<file path="src/rtl/entropy_encode_ac_level_stream.sv">
`default_nettype none
// ============================================================================
// Module   : entropy_encode_ac_level_stream
// Purpose  : Three-stage adaptive Rice/exp-Golomb AC level encoder with a
//            valid/ready handshake, block restart and saturation reporting.
// Revision : 1.0 - initial release
// ============================================================================
module entropy_encode_ac_level_stream #(
    parameter int COEFF_W = 20,
    parameter int CODE_W  = 48,
    parameter int LEN_W   = 6
) (
    input  logic               clk,
    input  logic               reset,
    input  logic               in_valid,
    output logic               in_ready,
    input  logic [COEFF_W-1:0] in_coeff,
    input  logic               in_first,
    input  logic               in_last,
    output logic               out_valid,
    input  logic               out_ready,
    output logic [CODE_W-1:0]  out_code,
    output logic [LEN_W-1:0]   out_len,
    output logic               out_last,
    output logic               out_sat
);
    localparam int c_MAG_W = COEFF_W - 1;
    localparam int c_BL_W  = $clog2(COEFF_W + 1);
    localparam logic [c_MAG_W-1:0] c_MAG_ONE = c_MAG_W'(1);

    logic w_adv;
    logic r_out_valid;

    assign w_adv    = !r_out_valid || out_ready;
    assign in_ready = w_adv;

    // ------------------------------------------------------------------
    // S1: magnitude, sign, clamp, codebook select, adaptation state
    // ------------------------------------------------------------------
    logic               w_sign, w_sat, w_zero;
    logic [c_MAG_W-1:0] w_abs, w_n;
    logic [3:0]         w_n_clip, w_prev_eff;
    logic [1:0]         w_limit, w_k;
    logic [3:0]         r_prev;
    logic               r_pend_first;

    always_comb begin
        w_sign = in_coeff[COEFF_W-1];
        w_sat  = w_sign && (in_coeff[c_MAG_W-1:0] == '0);
        // The most negative code has no positive twin; clamp to the largest magnitude.
        if (w_sat) begin
            w_abs = '1;
        end else if (w_sign) begin
            w_abs = ~in_coeff[c_MAG_W-1:0] + c_MAG_ONE;
        end else begin
            w_abs = in_coeff[c_MAG_W-1:0];
        end
        w_zero     = (w_abs == '0);
        w_n        = w_abs - c_MAG_ONE;
        w_n_clip   = (w_n >= c_MAG_W'(8)) ? 4'd8 : w_n[3:0];
        w_prev_eff = (in_first || r_pend_first) ? 4'd1 : r_prev;
        w_limit    = 2'd0;
        w_k        = 2'd2;
        case (w_prev_eff)
            4'd0:    begin w_limit = 2'd3; w_k = 2'd2; end
            4'd1:    begin w_limit = 2'd2; w_k = 2'd1; end
            4'd2:    begin w_limit = 2'd3; w_k = 2'd1; end
            4'd3:    begin w_limit = 2'd0; w_k = 2'd0; end
            4'd4, 4'd5, 4'd6, 4'd7:
                     begin w_limit = 2'd0; w_k = 2'd1; end
            default: begin w_limit = 2'd0; w_k = 2'd2; end
        endcase
    end

    logic               r1_valid, r1_zero, r1_sign, r1_last, r1_sat;
    logic [c_MAG_W-1:0] r1_n;
    logic [1:0]         r1_limit, r1_k;

    always_ff @(posedge clk or posedge reset) begin
        if (reset) begin
            r_prev       <= 4'd1;
            r_pend_first <= 1'b1;
            r1_valid     <= 1'b0;
            r1_zero      <= 1'b0;
            r1_sign      <= 1'b0;
            r1_last      <= 1'b0;
            r1_sat       <= 1'b0;
            r1_n         <= '0;
            r1_limit     <= 2'd0;
            r1_k         <= 2'd0;
        end else if (w_adv) begin
            // Zero beats only travel down the pipe when they close a block.
            r1_valid <= in_valid && (!w_zero || in_last);
            r1_zero  <= w_zero;
            r1_sign  <= w_sign;
            r1_last  <= in_last;
            r1_sat   <= w_sat;
            r1_n     <= w_n;
            r1_limit <= w_limit;
            r1_k     <= w_k;
            if (in_valid) begin
                if (!w_zero) begin
                    r_prev       <= w_n_clip;
                    r_pend_first <= 1'b0;
                end else if (in_first) begin
                    r_pend_first <= 1'b1;
                end
            end
        end
    end

    // ------------------------------------------------------------------
    // S2: escape decision, exp-Golomb value and its bit length
    // ------------------------------------------------------------------
    logic               w2_esc;
    logic [c_MAG_W-1:0] w2_m;
    logic [COEFF_W-1:0] w2_v;
    logic [c_BL_W-1:0]  w2_b;

    always_comb begin
        w2_esc = (r1_n >= c_MAG_W'(r1_limit));
        w2_m   = r1_n - c_MAG_W'(r1_limit);
        w2_v   = {1'b0, w2_m} + (COEFF_W'(1) << r1_k);
        w2_b   = '0;
        for (int i = 0; i < COEFF_W; i++) begin
            if (w2_v[i]) begin
                w2_b = c_BL_W'(i + 1);
            end
        end
    end

    logic               r2_valid, r2_zero, r2_esc, r2_sign, r2_last, r2_sat;
    logic [1:0]         r2_nlow, r2_limit, r2_k;
    logic [COEFF_W-1:0] r2_v;
    logic [c_BL_W-1:0]  r2_b;

    always_ff @(posedge clk or posedge reset) begin
        if (reset) begin
            r2_valid <= 1'b0;
            r2_zero  <= 1'b0;
            r2_esc   <= 1'b0;
            r2_sign  <= 1'b0;
            r2_last  <= 1'b0;
            r2_sat   <= 1'b0;
            r2_nlow  <= 2'd0;
            r2_limit <= 2'd0;
            r2_k     <= 2'd0;
            r2_v     <= '0;
            r2_b     <= '0;
        end else if (w_adv) begin
            r2_valid <= r1_valid;
            r2_zero  <= r1_zero;
            r2_esc   <= w2_esc;
            r2_sign  <= r1_sign;
            r2_last  <= r1_last;
            r2_sat   <= r1_sat;
            r2_nlow  <= r1_n[1:0];
            r2_limit <= r1_limit;
            r2_k     <= r1_k;
            r2_v     <= w2_v;
            r2_b     <= w2_b;
        end
    end

    // ------------------------------------------------------------------
    // S3: codeword assembly. Leading zeros are implicit in right alignment,
    // so only the terminating one / exp-Golomb value and sign carry bits.
    // ------------------------------------------------------------------
    logic [CODE_W-1:0] w3_code;
    logic [LEN_W-1:0]  w3_len;

    always_comb begin
        w3_code = '0;
        w3_len  = '0;
        if (r2_valid && !r2_zero) begin
            if (r2_esc) begin
                w3_code = CODE_W'({r2_v, r2_sign});
                w3_len  = LEN_W'(r2_limit) + LEN_W'({r2_b, 1'b0}) - LEN_W'(r2_k);
            end else begin
                w3_code = CODE_W'({1'b1, r2_sign});
                w3_len  = LEN_W'(r2_nlow) + LEN_W'(2);
            end
        end
    end

    logic [CODE_W-1:0] r_out_code;
    logic [LEN_W-1:0]  r_out_len;
    logic              r_out_last, r_out_sat;

    always_ff @(posedge clk or posedge reset) begin
        if (reset) begin
            r_out_valid <= 1'b0;
            r_out_code  <= '0;
            r_out_len   <= '0;
            r_out_last  <= 1'b0;
            r_out_sat   <= 1'b0;
        end else if (w_adv) begin
            r_out_valid <= r2_valid;
            r_out_code  <= w3_code;
            r_out_len   <= w3_len;
            r_out_last  <= r2_valid && r2_last;
            r_out_sat   <= r2_valid && r2_sat;
        end
    end

    assign out_valid = r_out_valid;
    assign out_code  = r_out_code;
    assign out_len   = r_out_len;
    assign out_last  = r_out_last;
    assign out_sat   = r_out_sat;

endmodule
`default_nettype wire

</file>
<file path="config.mk">
export PLATFORM = sky130hd
export DESIGN_NAME = entropy_encode_ac_level_stream
export DESIGN_NICKNAME = d
export VERILOG_FILES = /design/src/rtl/entropy_encode_ac_level_stream.sv
export SDC_FILE = /design/constraint.sdc
export NUM_CORES = 1
export LEC_CHECK = 0
export CAP_MARGIN = 20
export CORE_ASPECT_RATIO = 0.8
export CORE_MARGIN = 2
export CORE_UTILIZATION = 40
export CTS_CLUSTER_SIZE = 30
export DETAILED_ROUTE_END_ITERATION = 10
export HOLD_SLACK_MARGIN = 0.08
export PLACE_DENSITY_LB_ADDON = 0.2
export SLEW_MARGIN = 20
export SYNTH_ARGS = -nofsm -noshare
export SYNTH_HDL_FRONTEND = slang
export SYNTH_SLANG_ARGS = --single-unit
</file>
<file path="constraint.sdc">
create_clock -name clk -period 4.3 [get_ports clk]
set_clock_uncertainty 0.05 [all_clocks]
set_input_delay 0.86 -clock clk [delete_from_list [all_inputs] [get_ports clk]]
set_output_delay 0.86 -clock clk [all_outputs]
set_load 0.03 [all_outputs]
</file>
==> results of run 1 <==
## layout make-up
cell class	instances	area (um^2)	share of cell area, %
inverters	35	136	1.68
clock buffers	10	229	2.81
repair buffers	144	1220	15.0
flip-flops and latches	100	2500	30.8
clock inverters	5	37.5	0.461
multi-input cells	581	3740	45.9
well taps	215	269	3.31
## cells in the final DEF, fill, tap and decap left out, drive strengths merged, types with 4 or more instances in the layout
master         count
nor2b              9
nand3             15
xnor2             33
nor2              51
nor3b              4
o41ai              5
nand4              9
a211oi             6
clkbuf            10
o211a              4
o21a               6
nor4              13
fa                 4
buf               88
xor2              26
or4                5
nand2b             7
ha                17
a21o               7
clkdlybuf4s50     56
or3               13
and2               6
a22o              25
nand2            115
a31oi             13
o21ai             50
o2111ai            4
or2                6
o31a               5
a21boi             4
nor3              21
conb              27
inv               36
o31ai              7
and3               4
dfrtp             98
a21oi             19
## path summary, 6_finish.rpt
check                           slack [ns]      endpoint   startpoint  depth (start not counted)
worst max-delay path                  0.16     r_prev[3]  in_coeff[5]                         13
worst min-delay path                  0.42     r_prev[0]    r_prev[0]                          2
worst max register to register        0.26       r2_b[2]  r1_limit[1]                         16
worst min register to register        0.42     r_prev[0]    r_prev[0]                          2
max in group asynchronous             2.53      r1_n[13]        reset                          3
min in group asynchronous             0.96  out_code[13]        reset                          2
## stage by stage
stage               total power [mW]  setup WS [ns]  cells  hold WS, ns
floorplan                       2.87         0.0263    784        0.383
global placement                3.53         -0.198   1075        0.402
detailed placement              3.57         -0.290   1075        0.408
CTS                             4.34         0.0719   1090        0.418
global route                    4.65        0.00803   1090        0.429
finish                          4.32          0.162   1090        0.417
## state kept, by name, summed over array words and instances, names as in the netlist, 2 cells and up
name	cells
r2_b	5
r2_k	2
r1_n	19
r2_nlow	2
out_len	6
r1_limit	2
r1_k	2
r2_v	20
r2_limit	2
out_code	21
r_prev	4
## power by group through the flow
| stage | sequential (mW) | combinational, mW | clock [mW] |
|---|---|---|---|
| 2_1_floorplan | 1.64 | 1.23 | 0 |
| 3_3_place_gp | 1.48 | 2.05 | 0 |
| 3_5_place_dp | 1.49 | 2.07 | 0 |
| 4_1_cts | 1.48 | 2.09 | 0.764 |
| 5_1_grt | 1.52 | 2.32 | 0.812 |
| 6_report | 1.48 | 2.10 | 0.743 |
## per-layer routing
layer / vias to the layer above / track usage (%) / share of wire, %
li1: 2851 / - / -
met1: 2860 / 31.7 / 52
met2: 148 / 29.6 / 42
met3: 14 / 3.13 / 5.0
met4: 0 / 2.94 / 0.62
met5: - / 0 / 0
## logic make-up (layout without fill, tap and decap cells)
group / count (synthesis) / after routing
buffers and inverters: 103 / 194
DFF: 100 / 100
adders and majority gates: 21 / 21
other: 1 / 27
xor gates and xnor gates: 59 / 59
AOI/OAI and AO/OA: 184 / 184
muxes: 4 / 4
and+or+nand+nor: 286 / 286
## critical path, delay by kind of cell
kind                       cells  cell delay, ns
and+or+nand+nor                6            2.01
AOI/OAI and AO/OA              4            0.71
buffers and inverters          1            0.42
adders and majority gates      1            0.19
xor gates and xnor gates       1            0.14
## repair_timing
action,4_1_cts,5_1_grt
hold endpoints to repair,0,0
resized for setup,0,12
setup endpoints to repair,0,6
==> qor.yml, run 1 <==
status: "finished clean"
grt_max_degree: 96
p_sw_share_pct: 41.7
die_w_um: 147
ys.flop_type: "dfrtp_1"
relSlewSlack_pct: 40.4
synthTopCellsByArea: "dfrtp_1 (37%), nand2_1 (6.6%), xnor2_1 (4.3%), xor2_1 (3.5%), o21ai_0 (3.3%)"
max-vdd-ir-drop_mv: 0.270
synth_compound_area_share_pct: 19.8
synth_most_common_cell: "nand2_1"
final_nets: 918
synthXorXnorAreaFrac_pct: 7.97
ys_seq_area_share_pct: 38.1
cts_tree: "built"
cp_common_cell: "or4_4"
tns_ns: 0
area_growth_pct: 23.7
hpwl_mm: 13.0
slowest_delay_ns: 0.47
clockPowerShare_pct: 17.2
intPower_mw: 2.52
synth_top_family_by_area: "simple AND/OR/NAND/NOR gates"
firstDrtPassIters: 5
yosys.area.top_type: "dfrtp_1"
synth_edf_count: 0
routed-via-count: 5873
min_path_type: "flop to flop"
synth_seq_cells: 100
worstPathArrival_ns: 4.33
num_antenna_cells: 0
fin_util_pct: 51.1
cts_made_buffers: 9
comb_power_share_pct: 48.5
core-area_um2: 15900
worstPathMaxFanout: 5
gp_congestion: 0.880
rsz0062_at_grt: "no"
hold_viol_final: 0
antenna_found_initial: 0
fillCellCount: 1482
cp_cell_sequence: "clkdlybuf4s50_1 > or3_4 > nor3_4 > nand4_1 > o211a_1 > ha_2 > and2_2 > xnor2_1 > o31ai_1 > o2111ai_1 > or4_4 > or4_4 > o21a_1"
viasPerCell: 5.39
clk_path_buf_depth: 2
postSynthCellCount: 758
drc: 0
syn_area_per_cell_um2: 8.67
seqPwrFrac_pct: 34.2
cts_hold_buf: 0
ant_nets: 0
grt_pass1_wl_mm: 28.8
cts_setup_buffers: 0
drt_iter0_drc: 423
worstSetupStartpointType: "input port"
ys.warnings.count: 0
wl_mm: 17.2
grt_pass1_vias: 5584
fin_crit_sh_pct: 96.2
slew_violations: 0
yosys-top-cells-count: "nand2_1 (115), dfrtp_1 (98), nor2_1 (51)"
wire_per_inst_um: 15.8
start_util_pct: 41.3
std_cell_rows: 41
power.leakage_nw: 3.58
numClockSinks: 100
grt_overflow_total: 0
clk_latency_ns: 0.35
synth_top_area_share_pct: 37.3
syn_area_um2: 6570
grt_usage_pct: 20.2
ys_types: 73
io_pins: 84
stdcell_area_um2: 8130
ys_async_sr_fraction_pct: 100
io_buffers: 56
power.switching_mw: 1.80
synth_fa_ha_area_share_pct: 4.45
crit_path_end_kind: "flop"
die_h_um: 119
clk_pin_slew_ns: 0.07
worstMarginPinSlew_ns: 0.894
p_per_area_nw_per_um2: 531
timing.max_cap.violations: 0
synth_simple_gate_area_share_pct: 21.4
synth_mux_area_share_pct: 0.628
h-tree-depth: 3
critPathSlowestCell: "or4_4"
place_area_um2: 7820
drive_gt1_share_pct: 15.5
fmax_mhz: 242
cts-root-buf: "clkbuf_16"
crit_required_ns: 4.49
crit_type: "input port to flop"
final.min_clock_period_ns: 4.14
die_area_um2: 17500
setup_viol: 0
No activity file was read; power rests on OpenSTA's default activity.
==> run 2, diff against run 1 <==
- CORE_UTILIZATION: 40 -> 56
- PLACE_DENSITY: not set -> 0.89
- PLACE_DENSITY_LB_ADDON: 0.2 -> not set
==> qor.yml, run 2 (synthesis gave the netlist of run 1 again) <==
numClockSinks: 100  # unchanged
status: "finished clean"
worstHoldStart: "r2_v[0]"
routed-via-count: 5811  # -1.1%
grt_util_met2_pct: 41.4  # +12 points
power_mw: 4.38  # +1.4%
drc: 0  # unchanged
antenna_found_initial: 0  # unchanged
min_path_type: "flop to flop"
largest_register_ff_count: 21  # unchanged
core-area_um2: 11500  # -28%
final_nets: 894  # -2.6%
clk_latency_ns: 0.35  # about the same
clockPowerShare_pct: 19.4  # +2.2 points
final.min_clock_period_ns: 4.11  # -0.0251 ns
r2r-end: "r2_b[2]"
gp_congestion: 0.952  # +8.2%
io_buffers: 56  # unchanged
crit_path_end_kind: "flop"
worstPathArrival_ns: 4.31  # -0.02 ns
slew_violations: 0  # unchanged
cts_hold_buf: 0  # unchanged
relSlewSlack_pct: 43.4  # +3.0 points
final_common_cell: "nand2_1"
reg2reg_slack_ns: 0.25  # about the same
intPower_mw: 2.56  # +1.6%
grt_pass1_wl_mm: 26.1  # -9.5%
grt_usage_pct: 25.1  # +4.9 points
die_h_um: 101  # -15%
rr_worst_depth: 15  # -1
num_antenna_cells: 0  # unchanged
power.switching_mw: 1.82  # +0.99%
clk_pin_slew_ns: 0.07  # about the same
p_sw_share_pct: 41.6  # -0.15 points
seqPwrFrac_pct: 33.8  # -0.4 points
hold_depth: 2  # unchanged
firstDrtPassIters: 5  # unchanged
crit_required_ns: 4.49  # about the same
setup_viol: 0  # unchanged
hpwl_mm: 11.1  # -14%
io_pins: 84  # unchanged
worstHoldEndpoint: "r2_v[0]"
hold_viol_final: 0  # unchanged
rsz0062_at_grt: "no"
globalRouteMet1Util_pct: 33.7  # +2.0 points
die_w_um: 125  # -15%
fin_util_pct: 68.9  # +18 points
grt_busiest_layer: "met2"
cts-root-buf: "clkbuf_16"
layout_common_cells: "nand2_1 (115), dfrtp_1 (98), buf_4 (63)"
p_per_area_nw_per_um2: 554  # +4.3%
grt_max_degree: 96  # unchanged
grt_pass1_vias: 5593  # +0.16%
max-vdd-ir-drop_mv: 0.301  # +11%
grt_overflow_total: 0  # unchanged
crit_type: "input port to flop"
std_cell_rows: 35  # -15%
h-tree-depth: 3  # unchanged
cts_tree: "built"
drt_iter0_drc: 438  # +3.5%
clk_path_buf_depth: 2  # unchanged
cts_made_buffers: 9  # unchanged
drive_gt1_share_pct: 12.7  # -2.9 points
comb_power_share_pct: 46.8  # -1.7 points
worstPathMaxFanout: 5  # unchanged
worstMarginPinSlew_ns: 0.850  # -0.0446 ns
power.leakage_nw: 3.48  # -2.6%
timing.max_cap.violations: 0  # unchanged
global_route.usage.met3_pct: 5.73  # +2.6 points
tns_ns: 0  # unchanged
ant_nets: 0  # unchanged
area_growth_pct: 20.2
whs_ns: 0.415  # -0.00194 ns
die_area_um2: 12600  # -28%
fillCellCount: 879  # -41%
wire_per_inst_um: 15.1  # -4.3%
fin_crit_sh_pct: 95.7  # -0.58 points
fmax_mhz: 243  # +0.61%
wl_mm: 15.1  # -12%
viasPerCell: 5.81  # +7.8%
start_util_pct: 57.3  # +16 points
worstSetupStartpointType: "input port"
timing.rr.start: "r1_n[0]"
==> run 2: cell types whose count changed in the layout (fill, tap and decap cells not counted), sizes merged <==
cell	delta
inv	+4
clkbuf	-1
bufinv	+1
clkinv	-1
clkinvlp	-2
buf	-24
==> run 2: layer usage <==
metal / vias to the layer above / wire [um]
met2: 211 / 7240
met5: - / 0
met4: 0 / 151
met3: 18 / 983
li1: 2813 / -
met1: 2769 / 6720
==> run 2: final cells by class <==
| cell class | count | area [um^2] | area share [%] |
|---|---|---|---|
| Clock buffer | 9 | 225 | 2.85 |
| Clock inverter | 7 | 90.1 | 1.14 |
| Inverter | 35 | 134 | 1.69 |
| Multi-Input combinational cell | 581 | 3710 | 46.9 |
| Sequential cell | 100 | 2500 | 31.7 |
| Tap cell | 148 | 185 | 2.34 |
| Timing Repair Buffer | 120 | 1050 | 13.3 |
==> run 2: timing repair <==
action,CTS,global route
endpoints found under the hold margin,0,0
resized for setup,0,4
endpoints found under the setup margin,0,5
buffers inserted,0,1
==> run 2: per-stage QoR <==
step / setup WS (ns) / std cells / cell area [um^2]
after global placement: -0.0853 / 983 / 7560
after floorplan: 0.0263 / 784 / 6700
final: 0.187 / 1000 / 7900
after CTS: 0.167 / 999 / 7880
after detailed placement: -0.192 / 983 / 7560
after global routing: 0.00568 / 1000 / 7900
==> run 2: power by group through the flow <==
stage | clock network, mW | registers, mW | logic, mW
6_report | 0.847 | 1.48 | 2.05
5_1_grt | 0.904 | 1.52 | 2.26
4_1_cts | 0.866 | 1.48 | 2.04
3_5_place_dp | 0 | 1.49 | 2.01
3_3_place_gp | 0 | 1.47 | 1.95
2_1_floorplan | 0 | 1.64 | 1.23
==> run 2: how the worst max path moves through the flow <==
stage	start	endpoint	slack, ns	cells past startpoint
floorplan	in_coeff[6]	r_prev[3]	0.03	15
global placement	in_coeff[10]	r_prev[3]	-0.09	13
detailed placement	in_coeff[10]	r_prev[3]	-0.19	13
CTS	in_coeff[10]	r_prev[3]	0.17	13
global route	r1_n[0]	r2_b[2]	0.006	15
finish	in_coeff[1]	r_prev[3]	0.19	15
==> run 2: worst max-delay path, cell delays in order <==
cell	delay (ns)
clkdlybuf4s50_1	0.46
inv_1	0.15
ha_4	0.17
nand2b_1	0.11
nor3_4	0.28
nand4_1	0.18
o211a_1	0.18
ha_2	0.19
and2_1	0.19
a21boi_1	0.14
o21a_1	0.15
nand4_1	0.09
or4_1	0.54
or4_4	0.47
o21a_1	0.13
==> run 3, diff against run 2 <==
- CORE_ASPECT_RATIO: 0.8 -> 0.5
==> qor.yml, run 3 (synthesis gave the netlist of run 1 again) <==
status: "finished clean"
rsz0062_at_grt: "no"
timing.max_cap.violations: 0  # unchanged
cts_made_buffers: 9  # unchanged
std_cell_rows: 27  # -23%
drt_iter0_drc: 381  # -13%
wire_per_inst_um: 15.5  # +2.7%
ant_nets: 0  # unchanged
largest_register_ff_count: 21  # unchanged
cts-root-buf: "clkbuf_16"
relSlewSlack_pct: 45.6  # +2.2 points
drive_gt1_share_pct: 12.0  # -0.66 points
routed-via-count: 5823  # +0.21%
hpwl_mm: 11.5  # +3.5%
cts_resized: 0  # unchanged
p_per_area_nw_per_um2: 555  # +0.24%
tns_ns: 0  # unchanged
wl_mm: 15.6  # +3.5%
fmax_mhz: 247  # +1.8%
grt_overflow_total: 0  # unchanged
cts_hold_buf: 0  # unchanged
cts_tree: "built"
gp_congestion: 0.930  # -2.3%
grt_max_degree: 83  # -14%
final_common_cell: "nand2_1"
worstPathArrival_ns: 4.24  # -0.07 ns
clk_path_buf_depth: 2  # unchanged
min_path_type: "flop to flop"
die_h_um: 80.6  # -20%
crit_path_end_kind: "flop"
whs_ns: 0.415  # +0.000591 ns
antenna_found_initial: 0  # unchanged
io_buffers: 56  # unchanged
layout_common_cells: "nand2_1 (115), dfrtp_1 (98), buf_4 (61)"
fin_crit_sh_pct: 94.0  # -1.7 points
fin_ws_ns: 0.259  # +0.0723 ns
io_pins: 84  # unchanged
area_growth_pct: 19.6
firstDrtPassIters: 6  # +1
grt_pass1_vias: 5377  # -3.9%
h-tree-depth: 3  # unchanged
start_util_pct: 58.6  # +1.3 points
crit_start: "in_coeff[10]"
max-vdd-ir-drop_mv: 0.311  # +3.1%
cts_setup_buffers: 0  # unchanged
die_w_um: 157  # +26%
worstPathMaxFanout: 5  # unchanged
hold_viol_final: 0  # unchanged
clk_pin_slew_ns: 0.07  # about the same
final.min_clock_period_ns: 4.04  # -0.0723 ns
viasPerCell: 5.78  # -0.59%
clk_latency_ns: 0.35  # about the same
crit_required_ns: 4.49  # about the same
num_antenna_cells: 0  # unchanged
die_area_um2: 12700  # +0.37%
setup_viol: 0  # unchanged
grt_usage_pct: 25.8  # +0.67 points
numClockSinks: 100  # unchanged
slew_violations: 0  # unchanged
power.leakage_nw: 3.46  # -0.75%
worstSetupStartpointType: "input port"
final_nets: 891  # -0.34%
post-place-ws_ns: -0.100  # +0.0922 ns
crit_type: "input port to flop"
drc: 0  # unchanged
worstMarginPinSlew_ns: 0.809  # -0.0408 ns
timing.rr.start: "r1_n[0]"
grt_pass1_wl_mm: 25.8  # -1.1%
worstHoldStart: "r_prev[0]"
core-area_um2: 11200  # -2.2%
==> run 3: power by group <==
group / switching, mW / internal [mW] / leakage, nW
clock network: 0.367 / 0.459 / 0.144
registers: 0.243 / 1.24 / 1.23
logic: 1.21 / 0.841 / 2.09
total: 1.82 / 2.54 / 3.46
==> run 3: per-layer routing <==
metal  global-route usage, %  part of all wire [%]  routed length, um
met3                    4.53                   6.0                933
met4                    8.64                   1.8                288
met2                    42.4                    46               7210
met5                       0                     0                  0
met1                    34.8                    46               7190
==> run 3: cell type report <==
type,instances,area (um^2)
Timing Repair Buffer,117,1020
Inverter,35,136
Tap cell,159,199
Sequential cell,100,2500
Clock inverter,7,82.6
Fill cell,819,3360
Multi-Input combinational cell,581,3690
Clock buffer,9,225
==> run 3: stage by stage <==
| stage | util, % | power, mW | cell area, um^2 | instances |
|---|---|---|---|---|
| 2_1_floorplan | - | 2.87 | 6700 | 784 |
| 3_3_place_gp | 67.3 | 3.41 | 7550 | 992 |
| 3_5_place_dp | 67.3 | 3.50 | 7550 | 992 |
| 4_1_cts | 70.1 | 4.35 | 7860 | 1008 |
| 5_1_grt | 70.1 | 4.63 | 7860 | 1008 |
| 6_report | 70.1 | 4.36 | 7860 | 1008 |
==> run 3: final timing paths <==
path	to	slack, ns	depth (start not counted)
setup / recovery	r_prev[3]	0.26	14
hold / removal	r_prev[0]	0.42	2
setup reg to reg	r2_b[3]	0.26	13
hold reg to reg	r_prev[0]	0.42	2
max in group asynchronous	r1_n[8]	2.47	3
min in group asynchronous	out_len[5]	0.95	2
==> run 3: worst max-delay path, stage by stage <==
cell and delay, ns:
clkdlybuf4s50_1 0.42, or4_4 0.55, nor2_1 0.19, nand2_1 0.10, nor2_1 0.15, nor2_1 0.08, ha_2 0.17, and2_1 0.20
a21boi_1 0.16, o21a_1 0.16, nand4_1 0.09, or4_1 0.53, or4_4 0.45, o21a_1 0.12
